File: src/rtl/rc4_pkg.sv
// rtl/rc4_pkg.sv - shared types and helpers for the RC4 XOR packer datapath
package rc4_pkg;

   localparam int BYTE_W = 8;

   typedef enum logic [2:0] {
      IDLE,
      FETCH,
      WAIT_RD,
      XOR,
      WRITE,
      DONE
   } state_t;

   // Big-endian lanes: lane 0 sits in the most significant byte of the word.
   function automatic int lane_offset(input int k, input int lanes);
      return BYTE_W * (lanes - 1 - k);
   endfunction

endpackage

File: src/rtl/flex_counter.sv
// rtl/flex_counter.sv - up-counter with synchronous clear that stops at a rollover value
module flex_counter #(
   parameter int WIDTH = 4
) (
   input  logic             clk,
   input  logic             n_rst,
   input  logic             clear,
   input  logic             count_enable,
   input  logic [WIDTH-1:0] rollover_val,
   output logic [WIDTH-1:0] count,
   output logic             at_max
);

   assign at_max = (count == rollover_val);

   // Saturates rather than wraps, so a full-range total never aliases back to zero.
   always_ff @(posedge clk or negedge n_rst) begin
      if (!n_rst) begin
         count <= '0;
      end else if (clear) begin
         count <= '0;
      end else if (count_enable && !at_max) begin
         count <= count + WIDTH'(1);
      end
   end

endmodule

File: src/rtl/rc4_xor_packer.sv
// rtl/rc4_xor_packer.sv - fetches cipher words, XORs keystream bytes per lane, writes strobed plaintext words
module rc4_xor_packer
   import rc4_pkg::*;
#(
   parameter int LANES  = 4,
   parameter int PIX_W  = 20,
   parameter int ADDR_W = PIX_W - $clog2(LANES)
) (
   input  logic                    clk,
   input  logic                    n_rst,
   input  logic                    start_i,
   input  logic [PIX_W-1:0]        total_bytes_i,
   input  logic                    ks_valid_i,
   input  logic [BYTE_W-1:0]       ks_byte_i,
   output logic                    ks_ready_o,
   output logic                    rd_req_o,
   output logic [ADDR_W-1:0]       rd_addr_o,
   input  logic                    rd_valid_i,
   input  logic [BYTE_W*LANES-1:0] rd_data_i,
   output logic                    wr_en_o,
   output logic [ADDR_W-1:0]       wr_addr_o,
   output logic [BYTE_W*LANES-1:0] wr_data_o,
   output logic [LANES-1:0]        wr_strobe_o,
   input  logic                    wr_ready_i,
   output logic                    busy_o,
   output logic                    done_o,
   output logic [PIX_W-1:0]        byte_cnt_o
);

   localparam int LOG2   = $clog2(LANES);
   localparam int LANE_W = (LANES > 1) ? LOG2 : 1;
   localparam int WORD_W = BYTE_W * LANES;

   state_t              state;
   logic [PIX_W-1:0]    total;
   logic [PIX_W-1:0]    byte_cnt;
   logic [PIX_W-1:0]    cnt_next;
   logic [WORD_W-1:0]   cipher;
   logic [WORD_W-1:0]   data;
   logic [LANES-1:0]    strobe;
   logic [ADDR_W-1:0]   word_addr;
   logic [LANE_W-1:0]   lane;
   logic                accept_start;
   logic                consume;
   logic                at_total;
   logic                last_lane;
   logic                last_byte;

   assign accept_start = (state == IDLE) && start_i;
   assign consume      = (state == XOR) && ks_valid_i;
   assign lane         = (LANES > 1) ? byte_cnt[LANE_W-1:0] : '0;
   assign cnt_next     = byte_cnt + PIX_W'(1);
   assign last_lane    = (lane == LANE_W'(LANES - 1));
   assign last_byte    = (cnt_next == total);

   flex_counter #(
      .WIDTH (PIX_W)
   ) u_byte_cnt (
      .clk          (clk),
      .n_rst        (n_rst),
      .clear        (accept_start),
      .count_enable (consume),
      .rollover_val (total),
      .count        (byte_cnt),
      .at_max       (at_total)
   );

   always_ff @(posedge clk or negedge n_rst) begin
      if (!n_rst) begin
         state     <= IDLE;
         total     <= '0;
         cipher    <= '0;
         data      <= '0;
         strobe    <= '0;
         word_addr <= '0;
      end else begin
         case (state)
            IDLE: begin
               if (start_i) begin
                  total <= total_bytes_i;
                  state <= (total_bytes_i == '0) ? DONE : FETCH;
               end
            end
            FETCH: begin
               word_addr <= ADDR_W'(byte_cnt >> LOG2);
               state     <= WAIT_RD;
            end
            WAIT_RD: begin
               if (rd_valid_i) begin
                  cipher <= rd_data_i;
                  data   <= '0;
                  strobe <= '0;
                  state  <= XOR;
               end
            end
            XOR: begin
               if (ks_valid_i) begin
                  for (int k = 0; k < LANES; k++) begin
                     if (lane == LANE_W'(k)) begin
                        data[lane_offset(k, LANES) +: BYTE_W] <=
                           ks_byte_i ^ cipher[lane_offset(k, LANES) +: BYTE_W];
                        strobe[LANES-1-k] <= 1'b1;
                     end
                  end
                  if (last_lane || last_byte) begin
                     state <= WRITE;
                  end
               end
            end
            WRITE: begin
               if (wr_ready_i) begin
                  state <= at_total ? DONE : FETCH;
               end
            end
            DONE:    state <= IDLE;
            default: state <= IDLE;
         endcase
      end
   end

   // Every output is a decode of registered state, so none depend on inputs combinationally.
   assign ks_ready_o  = (state == XOR);
   assign rd_req_o    = (state == FETCH);
   assign rd_addr_o   = ADDR_W'(byte_cnt >> LOG2);
   assign wr_en_o     = (state == WRITE);
   assign wr_addr_o   = word_addr;
   assign wr_data_o   = data;
   assign wr_strobe_o = strobe;
   assign busy_o      = (state != IDLE);
   assign done_o      = (state == DONE);
   assign byte_cnt_o  = byte_cnt;

endmodule

File: config.mk
export PLATFORM = sky130hd
export DESIGN_NAME = rc4_xor_packer
export DESIGN_NICKNAME = d
export VERILOG_FILES = /design/src/rtl/rc4_pkg.sv /design/src/rtl/flex_counter.sv /design/src/rtl/rc4_xor_packer.sv
export SDC_FILE = /design/constraint.sdc
export NUM_CORES = 1
export LEC_CHECK = 0
export CAP_MARGIN = 20
export CORE_MARGIN = 10
export CORE_UTILIZATION = 50
export CTS_CLUSTER_DIAMETER = 30
export DETAILED_ROUTE_END_ITERATION = 10
export GPL_TIMING_DRIVEN = 0
export PLACE_DENSITY_LB_ADDON = 0.2
export SETUP_SLACK_MARGIN = 0.1
export SLEW_MARGIN = 10
export SYNTH_ARGS = -nofsm -noshare
export SYNTH_HDL_FRONTEND = slang
export SYNTH_SLANG_ARGS = --single-unit
File: constraint.sdc
create_clock -name clk -period 3 [get_ports clk]
set_clock_uncertainty 0.1 [all_clocks]
set_input_delay 0.45 -clock clk [delete_from_list [all_inputs] [get_ports clk]]
set_output_delay 0.45 -clock clk [all_outputs]
set_load 0.01 [all_outputs]
==> impl_results.md <==
* Max-slew violation count at 0
* Hold Slack at between 0.3 and 0.4 ns
* DRT Pass-1 Iters at 5
* Die Area at 17,800 um^2
* Avg Inst Size Synth at between 10 and 15 um^2
* Mapped Area at between 6000 and 7000 um^2
* Grt peak-use layer: met2
* Pre-CTS WS at -0.324 ns
* Crit path launch type: flop
* Slew HR at 0.393
* Count leader, synth: dfrtp_1
* Final setup margin at 0.151 ns
* Fin util at 0.717
* Placeable Area at 12,600 um^2
* Die Span Y at between 100 and 150 um
* CTS tree: done
* Final min period at 2.85 ns
* Final Wtd Congestion at 0.886
* CTS root buf: clkbuf_16
* Initial Utilization at 0.511
* Post-DP HPWL at 14,400 um
* Cell area power density at 891 nW/um^2
* P_leak at between 0.003 and 0.004 uW
* Iter 0 DRT Violations at ~420
* Clock Sinks at 129
* Final instance area at 9050 um^2
* Vias at around 5,300
* # port buffers at 154
* Synth top area cells: dfrtp_1 50%, mux2_2 12%, xnor2_1 7.1%
* Share of Yosys cell area claimed by the top area cell type at 0.500
* WS Path Type: reg -> out
* Most used flip-flop cell after synthesis: dfrtp_1
* Max-cap violations at 0
* Diodes inserted at 0
* GRT met3 Usage at 0.0568
* Critical path origin: state[1]
* FF-to-FF Start: u_byte_cnt.count[1]
* Number of synthesized flops with an enable pin at 0
* Multi-input gate area at 2920 um^2
* Endpoints failing setup at 0
* Crit-path max FO at 10
* Area grow syn2layout at 40.3%
* M1 GR Usage at 0.255
* Clk pin slew, worst setup/hold paths at 0.06 ns
* FP Rows at 41
* Largest net degree at the start of global routing at 70
* Tot GR Track Use at 0.213
* H-tree depth at 4
* ANT nets after route at 0
* Sequential Area at approximately 3200 um^2
* Placed cell areas at 8250 um^2
* Peak supply drop at between 500 and 600 uV
* Synth area leader: dfrtp_1
* Synth Warn # at 0
* GRT overflow at 0
* Final hold vios at 0
* Global-route track usage on met2 at 0.362
* Clock buffer depth at 2
* Routed wire length at ~19,000 um
* Seq/Total Area, Yosys at 0.500
* Pin slew with the least headroom to its limit at 0.904 ns
* Fill cells at 945
* Synthesized flop and latch total at 129
* Status: completed
* Share of cells above drive strength 1 at 0.207
* Worst Path Arrival at 2.30 ns
* Final Net Count at ~840
* Hold WC Path Type: reg -> reg
* Asr flop ratio synth at 1.00
* CP endpoint kind: output port
* Die width at between 100 and 150 um
* Clk_lat worst skew at 0.42 ns
* Synthesized Nets at 660
* Vias/cell at 5.52
* Post-route DRC at 0
* Fmax at about 350 MHz
* Global-route wire length before repair at 30,200 um
* CTS Buf Count at 17
* Final Cycle Share at 0.950
* RSZ-0062 raised after global routing: yes
* Required @ worst endpoint at around 2.5 ns
* Vias in the first global route at 5,510
* Io pins at 163
* HP Start: wr_data_o[1]
* Top cells by count, synth: 129 x dfrtp_1, 71 x mux2_2, 57 x nand2_1, 52 x xnor2_1, 39 x o31ai_1
* Mapped Cells at 590
* Final setup TNS at 0 ns
* Post-synth cell types at 48
* Routed WL per cell at 20.0 um
* Initial antenna violation count at 0
## final cells by class
type                       count  share of cell area
multi-input combinational    390               0.323
inverter                      11             0.00456
tap                          172              0.0238
timing repair buffer         165               0.182
clock inverter                 9              0.0167
buffer                        60              0.0379
clock buffer                  23              0.0550
sequential                   129               0.357
## through the flow
stage / std cells / total power, uW
finish: 959 / 8060
global route: 959 / 8470
detailed placement: 918 / 5690
CTS: 956 / 8040
global placement: 916 / 5550
floorplan: 590 / 4520
## layer usage
layer | up-vias | wire length, um
met5 | - | 0
met2 | 223 | 9760
li1 | 2423 | -
met1 | 2625 | 7810
met3 | 23 | 1270
met4 | 0 | 300
## timing repair
item,4_1_cts,5_1_grt
pin swaps,1,1
endpoints found under the setup margin,37,16
hold buffers,1,0
resized for setup,12,22
buffers inserted,5,3
hold endpoints to repair,60,0
## power by group
part	total [uW]	internal (uW)	switching [uW]
Combinational	3070	1530	1540
Clock	2260	1500	758
Sequential	2740	2320	421
## critical path, stage by stage (launching register included)
cell	delay, ns
dfrtp_1	0.35
clkbuf_1	0.19
inv_1	0.11
nand2_1	0.08
nor2_2	0.26
clkbuf_4	0.31
clkdlybuf4s50_1	0.57
## final timing paths
path                                        to  slack [ns]  cells past startpoint
max reg2reg                           state[0]        0.18                      8
min                               wr_data_o[1]        0.37                      2
max in group asynchronous  u_byte_cnt.count[6]        1.60                      3
min in group asynchronous           cipher[18]        0.46                      2
max                                   rd_req_o        0.15                      6
min reg2reg                       wr_data_o[1]        0.37                      2
## cell usage in the layout (no fill, tap or decap), types with 4 or more instances in the layout
| cell type | n |
|---|---|
| clkdlybuf4s50_1 | 153 |
| dfrtp_1 | 126 |
| mux2_2 | 71 |
| nand2_1 | 57 |
| xnor2_1 | 52 |
| o31ai_1 | 39 |
| buf_4 | 30 |
| nor2_1 | 22 |
| xor2_1 | 19 |
| clkbuf_1 | 18 |
| clkbuf_16 | 17 |
| o21ai_0 | 15 |
| nor4_1 | 12 |
| inv_1 | 11 |
| nor3_1 | 9 |
| buf_1 | 9 |
| nand4_1 | 8 |
| nand3_1 | 7 |
| clkbuf_2 | 6 |
| nor2b_1 | 6 |
| a21oi_1 | 5 |
| o21a_1 | 5 |
| clkbuf_8 | 5 |
| a21o_1 | 4 |
| o21ai_1 | 4 |
| buf_6 | 4 |
| or4_1 | 4 |
| or3_1 | 4 |
| or2_2 | 4 |
| ha_1 | 4 |
| bufinv_16 | 4 |
## registers in the layout, summed over array words and instances (netlist names)
signal            cells
cipher               32
state                 3
total                20
u_byte_cnt.count     20
wr_addr_o            18
wr_data_o            32
wr_strobe_o           4
## kinds of logic after synthesis
kind of cell    synth area share
mux                        0.127
compound gates            0.0923
flops                      0.500
buf+inv                   0.0543
fa+ha+maj                0.00776
xor+xnor                  0.0964
simple gates               0.122
Power figures use the tool's default switching activity.
